==> config.mk <==
export PLATFORM = sky130hd
export DESIGN_NAME = fetch_queue
export DESIGN_NICKNAME = d
export VERILOG_FILES = /design/src/rtl/fetch_pkg.sv /design/src/rtl/fetch_fifo.sv /design/src/rtl/fetch_queue.sv
export SDC_FILE = /design/constraint.sdc
export NUM_CORES = 1
export LEC_CHECK = 0
export BUFFER_PORTS_ARGS = -buffer_cell sky130_fd_sc_hd__buf_2
export CORE_MARGIN = 2
export CORE_UTILIZATION = 58
export CTS_CLUSTER_DIAMETER = 100
export DETAILED_ROUTE_END_ITERATION = 10
export GPL_ROUTABILITY_DRIVEN = 0
export HOLD_SLACK_MARGIN = 0.08
export PLACE_DENSITY = 0.92
export SKIP_LAST_GASP = 1
export SLEW_MARGIN = 20
export SYNTH_ARGS = -nofsm -noshare
export SYNTH_HDL_FRONTEND = slang
export SYNTH_SLANG_ARGS = --single-unit
==> constraint.sdc <==
create_clock -name clk -period 3.33 [get_ports clk]
set_clock_uncertainty 0.15 [all_clocks]
set_input_delay 0.333 -clock clk [delete_from_list [all_inputs] [get_ports clk]]
set_output_delay 0.333 -clock clk [all_outputs]
set_load 0.02 [all_outputs]
==> src/rtl/fetch_pkg.sv <==
// Shared types for the fetch queue: queue entry layout, instruction size and
// the RUN/DRAIN state encoding.
package fetch_pkg;

    localparam int INSTR_BYTES = 4;
    localparam int FETCH_XLEN  = 32;

    typedef struct packed {
        logic [FETCH_XLEN-1:0] pc;
        logic [FETCH_XLEN-1:0] instr;
    } fetch_entry_t;

    typedef enum logic {
        RUN   = 1'b0,
        DRAIN = 1'b1
    } fetch_state_e;

endpackage

==> src/rtl/fetch_fifo.sv <==
// Synchronous FIFO of fetch entries with flush and same-cycle push/pop.
// A pop on an empty queue is ignored; a push into a full queue is illegal.
module fetch_fifo
    import fetch_pkg::*;
#(
    parameter int  DEPTH   = 4,
    parameter type entry_t = fetch_entry_t,
    localparam int PW      = $clog2(DEPTH),
    localparam int CW      = PW + 1
) (
    input  logic          clk,
    input  logic          reset,
    input  logic          push,
    input  entry_t        push_data,
    input  logic          pop,
    input  logic          flush,
    output entry_t        head,
    output logic [CW-1:0] count,
    output logic          empty
);

    entry_t        mem [DEPTH];
    logic [PW-1:0] wr_ptr;
    logic [PW-1:0] rd_ptr;
    logic          do_pop;
    logic          full;

    assign empty  = (count == '0);
    assign full   = (count == CW'(DEPTH));
    assign do_pop = pop && !empty;
    assign head   = mem[rd_ptr];

    // NOTE: state registers use non-blocking assignments so every flop samples pre-edge values.
    always_ff @(posedge clk) begin
        if (reset || flush) begin
            wr_ptr <= '0;
            rd_ptr <= '0;
            count  <= '0;
        end else begin
            if (push) begin
                wr_ptr <= wr_ptr + PW'(1);
            end
            if (do_pop) begin
                rd_ptr <= rd_ptr + PW'(1);
            end
            count <= count + CW'(push) - CW'(do_pop);
        end
    end

    // NOTE: storage has no reset; entries are only observed after a push has written them.
    always_ff @(posedge clk) begin
        if (push && !flush) begin
            mem[wr_ptr] <= push_data;
        end
    end

    a_no_push_when_full: assert property (@(posedge clk) disable iff (reset) !(push && full));

endmodule

==> src/rtl/fetch_queue.sv <==
// Fetch stage: issues icache requests under a credit scheme, queues responses
// for decode, and discards stale responses after a redirect. Optional perf
// counters are enabled with FETCH_PERF_CNT_EN.
module fetch_queue
    import fetch_pkg::*;
#(
    parameter int              XLEN            = 32,
    parameter int              DEPTH           = 4,
    parameter int              MAX_OUTSTANDING = 2,
    parameter logic [XLEN-1:0] RESET_PC        = '0
) (
    input  logic            clk,
    input  logic            reset,
    input  logic            take_branch,
    input  logic [XLEN-1:0] branch_loc,
    output logic            req_valid,
    input  logic            req_ready,
    output logic [XLEN-1:0] pc_to_cache,
    input  logic            resp_valid,
    input  logic [XLEN-1:0] instr_from_cache,
    output logic [XLEN-1:0] instr_to_decode,
    output logic [XLEN-1:0] pc_to_decode,
    output logic            valid,
    input  logic            ready
`ifdef FETCH_PERF_CNT_EN
    ,
    output logic [31:0]     perf_fetched,
    output logic [31:0]     perf_dropped,
    output logic [31:0]     perf_stall
`endif
);

    localparam int CW = $clog2(DEPTH) + 1;

    typedef struct packed {
        logic [XLEN-1:0] pc;
        logic [XLEN-1:0] instr;
    } entry_t;

    logic [XLEN-1:0] pc_reg;
    logic [XLEN-1:0] resp_pc;
    logic [XLEN-1:0] redirect_pc;
    logic [CW-1:0]   outstanding;
    logic [CW-1:0]   drop_cnt;
    logic [CW-1:0]   drop_cnt_next;
    logic [CW-1:0]   count;
    logic [CW:0]     credit_used;
    fetch_state_e    state;
    fetch_state_e    state_next;
    logic            req_fire;
    logic            resp_keep;
    logic            resp_drop;
    logic            fifo_pop;
    logic            fifo_empty;
    entry_t          push_data;
    entry_t          head;
    logic            unused_branch_bits;

    assign redirect_pc        = {branch_loc[XLEN-1:2], 2'b00};
    assign unused_branch_bits = ^branch_loc[1:0];

    // Slots already filled plus responses still owed must leave room for the new one.
    assign credit_used = {1'b0, count} + {1'b0, outstanding};
    assign req_valid   = !reset && !take_branch
                      && (credit_used < (CW+1)'(DEPTH))
                      && (outstanding < CW'(MAX_OUTSTANDING));
    assign req_fire    = req_valid && req_ready;
    assign pc_to_cache = pc_reg;

    always_ff @(posedge clk) begin
        if (reset) begin
            state <= RUN;
        end else begin
            state <= state_next;
        end
    end

    // NOTE: every combinational output gets a default first so no latch is inferred.
    always_comb begin
        drop_cnt_next = drop_cnt;
        if (take_branch) begin
            drop_cnt_next = outstanding - CW'(resp_valid);
        end else if (resp_drop) begin
            drop_cnt_next = drop_cnt - CW'(1);
        end
        state_next = (drop_cnt_next != '0) ? DRAIN : RUN;
    end

    always_comb begin
        resp_keep = 1'b0;
        resp_drop = 1'b0;
        if (resp_valid) begin
            if (take_branch || state == DRAIN) begin
                resp_drop = 1'b1;
            end else begin
                resp_keep = 1'b1;
            end
        end
    end

    always_ff @(posedge clk) begin
        if (reset) begin
            pc_reg      <= RESET_PC;
            resp_pc     <= RESET_PC;
            outstanding <= '0;
            drop_cnt    <= '0;
        end else begin
            outstanding <= outstanding + CW'(req_fire) - CW'(resp_valid);
            drop_cnt    <= drop_cnt_next;
            if (take_branch) begin
                pc_reg  <= redirect_pc;
                resp_pc <= redirect_pc;
            end else begin
                if (req_fire) begin
                    pc_reg <= pc_reg + XLEN'(INSTR_BYTES);
                end
                if (resp_keep) begin
                    resp_pc <= resp_pc + XLEN'(INSTR_BYTES);
                end
            end
        end
    end

    assign push_data = '{pc: resp_pc, instr: instr_from_cache};
    assign fifo_pop  = valid && ready && !take_branch;

    fetch_fifo #(
        .DEPTH   (DEPTH),
        .entry_t (entry_t)
    ) u_fifo (
        .clk       (clk),
        .reset     (reset),
        .push      (resp_keep),
        .push_data (push_data),
        .pop       (fifo_pop),
        .flush     (take_branch),
        .head      (head),
        .count     (count),
        .empty     (fifo_empty)
    );

    // Head fields are forced to zero while empty so decode never sees stale storage.
    assign valid           = !reset && !fifo_empty;
    assign instr_to_decode = valid ? head.instr : '0;
    assign pc_to_decode    = valid ? head.pc    : '0;

    a_resp_has_owner: assert property (@(posedge clk) disable iff (reset)
                                       resp_valid |-> (outstanding != '0));

`ifdef FETCH_PERF_CNT_EN
    always_ff @(posedge clk) begin
        if (reset) begin
            perf_fetched <= '0;
            perf_dropped <= '0;
            perf_stall   <= '0;
        end else begin
            if (resp_keep && perf_fetched != '1) begin
                perf_fetched <= perf_fetched + 32'd1;
            end
            if (resp_drop && perf_dropped != '1) begin
                perf_dropped <= perf_dropped + 32'd1;
            end
            if (valid && !ready && perf_stall != '1) begin
                perf_stall <= perf_stall + 32'd1;
            end
        end
    end
`endif

endmodule

==> impl_results.md <==
- CORE AREA: between 0.02 and 0.025 sq mm
- FF+latch area: 0.00897 sq mm
- Dominant cells by area after synthesis: edfxtp_1 (54%), dfxtp_1 (11%), mux4_2 (10%)
- Met3 wire length: 2670 um
- Synth warnings: 0
- Post-synth EDFFs: 248
- Clk_lat worst skew: 510 ps
- Root buf cell: clkbuf_16
- Period utilization: 0.871
- WP data arrival: 2420 ps
- Rel. slew slack: 0.573
- Filler instances: 1504
- DR vias/cell: between 6 and 7
- Final setup fails: 0
- Ys flop type: edfxtp_1
- Worst Path Max Fanout: 18
- Post-synthesis cell count: 951
- Share of the synthesized area in the top cell type: 0.535
- Register bit count reported by yosys: 324
- Drc violations: 0
- Reg clk slew, reported paths: 60 ps
- Footprint of the multi-input gates: roughly 0.0046 sq mm
- Syn_area_per_cell: around 15 sq um
- Highest Signal Layer: met4
- Fin area: 0.0168 sq mm
- Drt pass-1 iters: 6
- Placed Area: 0.0152 sq mm
- TritonCTS clock tree: yes
- Final worst setup slack: 430 ps
- Post-CTS Resized: 0
- Io pins: between 150 and 200
- DIE AREA: approximately 0.025 sq mm
- Final min period: 2900 ps
- Share of cells above drive strength 1: 0.264
- Vias post-DR: about 9.3k
- Clk sinks: 324
- RSZ-0062 raised after global routing: no
- IO Port Bufs: 161
- Run status: completed
- H-tree depth reported by CTS: 2
- Pleak: 5.96 nW
- Power Total: 9.01 mW
- Area grow syn2layout: 20.8%
- DRT iter0 DRCs: about 950
- Wire length per cell: 21.2 um
- Post-DP HPWL: 19700 um
- Required time of the critical path: approximately 2900 ps
- Async SR Flop Fraction: 0
- CP Launch Type: flop
- Synth Cell Area: 0.0139 sq mm
- Total GRT Usage: 0.252
- Yosys top cell by area: edfxtp_1
- Setup CP Type: reg -> out
- Placed insts: 1396
- Grt ovf: 0
- M1 WL: 12500 um
- FMAX: 345 MHz
- Routed WL: 32000 um
- Hold Slack: 90.9 ps
- Max Cap Viol: 0
- DR WL met2: 16000 um
- Die Width: 159 um
- Finished Core Util: 0.714
- Nets@finish: around 1.3k
- Vias in the first global route: 9320
- Row count: 56
- Worst hold path type: in -> reg
- CTS buffer count: 34
- First-pass GRT wire length: 50400 um
- Yosys cell types: 57
- DP Worst Slack: 648 ps
- Pin count of the biggest net entering global routing: 49
- Max Root-Sink Buffers: 3
- Pins Over Slew Limit: 0
- Crit. End Element: output pin
- Starting Density: 0.591
- Remaining antenna violation count: 0
- Final std cells w/o fill: 1511
- Post-synthesis sequential area ratio: 0.645
- Pwr per Cell Area: between 500 and 600 mW/mm^2
- Sum Neg Setup Slack: 0 ps
- N_diodes: 0
- Number of setup buffers added after CTS: 0
- Initial antenna violation count: 0
- VDD IR-drop max: approximately 0.3 mV
- Die H: 159 um
- Final Hold Violating Endpoints: 0
- Slew @ Worst Pin: 641 ps
[routing by layer]
layer	GRT usage	up-vias
met2	0.435	515
met5	0	-
met1	0.328	4568
met3	0.0431	95
met4	0.0810	0
li1	-	4149
[power by group]
group | switching [mW] | internal [mW] | leakage [nW]
logic | 0.372 | 0.305 | 2.52
clock network | 1.51 | 2.20 | 0.548
registers | 0.135 | 4.48 | 2.89
total | 2.02 | 6.99 | 5.96
[placed cells by master (no fill, tap or decap), types with 23 or more instances in the layout]
cell / count
nor2b_1: 79
edfxtp_1: 248
buf_2: 161
dfxtp_1: 74
inv_1: 26
mux4_2: 62
nand2_1: 32
a311oi_1: 23
clkbuf_16: 37
dlygate4sd3_1: 54
nor2_1: 40
[synthesized netlist by cell type (4+ instances only)]
cell and instances:
a211oi_1 6, a21boi_0 8, a21oi_1 20, a311oi_1 23
a31oi_1 12, and2_1 14, and3_1 18, and4_1 14
buf_2 10, buf_4 4, clkbuf_1 47, dfxtp_1 76
edfxtp_1 248, ha_1 16, inv_1 26, mux4_2 62
nand2_1 32, nand3_1 21, nand4_1 18, nor2_1 40
nor2b_1 79, nor3_1 8, nor4_1 16, o211ai_1 5
o21ai_0 9, o21bai_1 17, o311ai_0 5, o31a_1 12
o31ai_1 6, or3_1 13, or4b_1 4, xnor2_1 10
xor2_1 13
[registers in the layout, summed over array words and instances, names as in the netlist, named ones only]
register       cells
state              1
resp_pc           30
u_fifo.wr_ptr      2
drop_cnt           3
pc_to_cache       30
u_fifo.rd_ptr      2
u_fifo.mem       248
outstanding        3
u_fifo.count       3
[critical path, stage by stage (launching register included)]
cell and delay (ps):
dfxtp_4 580, buf_4 410, mux4_2 580, nor2b_1 160, buf_2 160
[cell type report]
class                   instances  share of cell area
inverters                      27             0.00603
clock buffers                  44              0.0573
multi-input cells             538               0.273
clock inverters                17             0.00841
flip-flops and latches        324               0.534
well taps                     319              0.0238
repair buffers                242              0.0974
[final timing paths]
path | start | end | slack [ps] | cells after the start
setup / recovery | flop | instr_to_decode[24] | 430 | 4
hold / removal | branch_loc[27] | pc_to_cache[27]$_SDFFE_PP0P_ | 90 | 3
setup reg to reg | outstanding[2]$_SDFF_PP0_ | pc_to_cache[30]$_SDFFE_PP0P_ | 640 | 7
hold reg to reg | resp_pc[21]$_SDFFE_PP0P_ | u_fifo.mem[1][53]$_DFFE_PP_ | 400 | 0
[cells by family (layout without fill, tap and decap cells)]
family / count (synthesis) / in the layout / share of synthesized area
simple gates: 294 / 294 / 0.122
mux: 65 / 65 / 0.103
compound gates: 134 / 134 / 0.0718
fa+ha+maj: 18 / 18 / 0.0173
other cells: 1 / 4 / 0.000270
buf+inv: 92 / 330 / 0.0269
flops: 324 / 324 / 0.645
xor+xnor: 23 / 23 / 0.0145
[timing repair]
item / 4_1_cts / 5_1_grt
hold endpoints to repair: 167 / 0
endpoints found under the setup margin: 0 / 0
hold buffers: 54 / 0
Note: power is estimated with default switching activity, not from simulation.
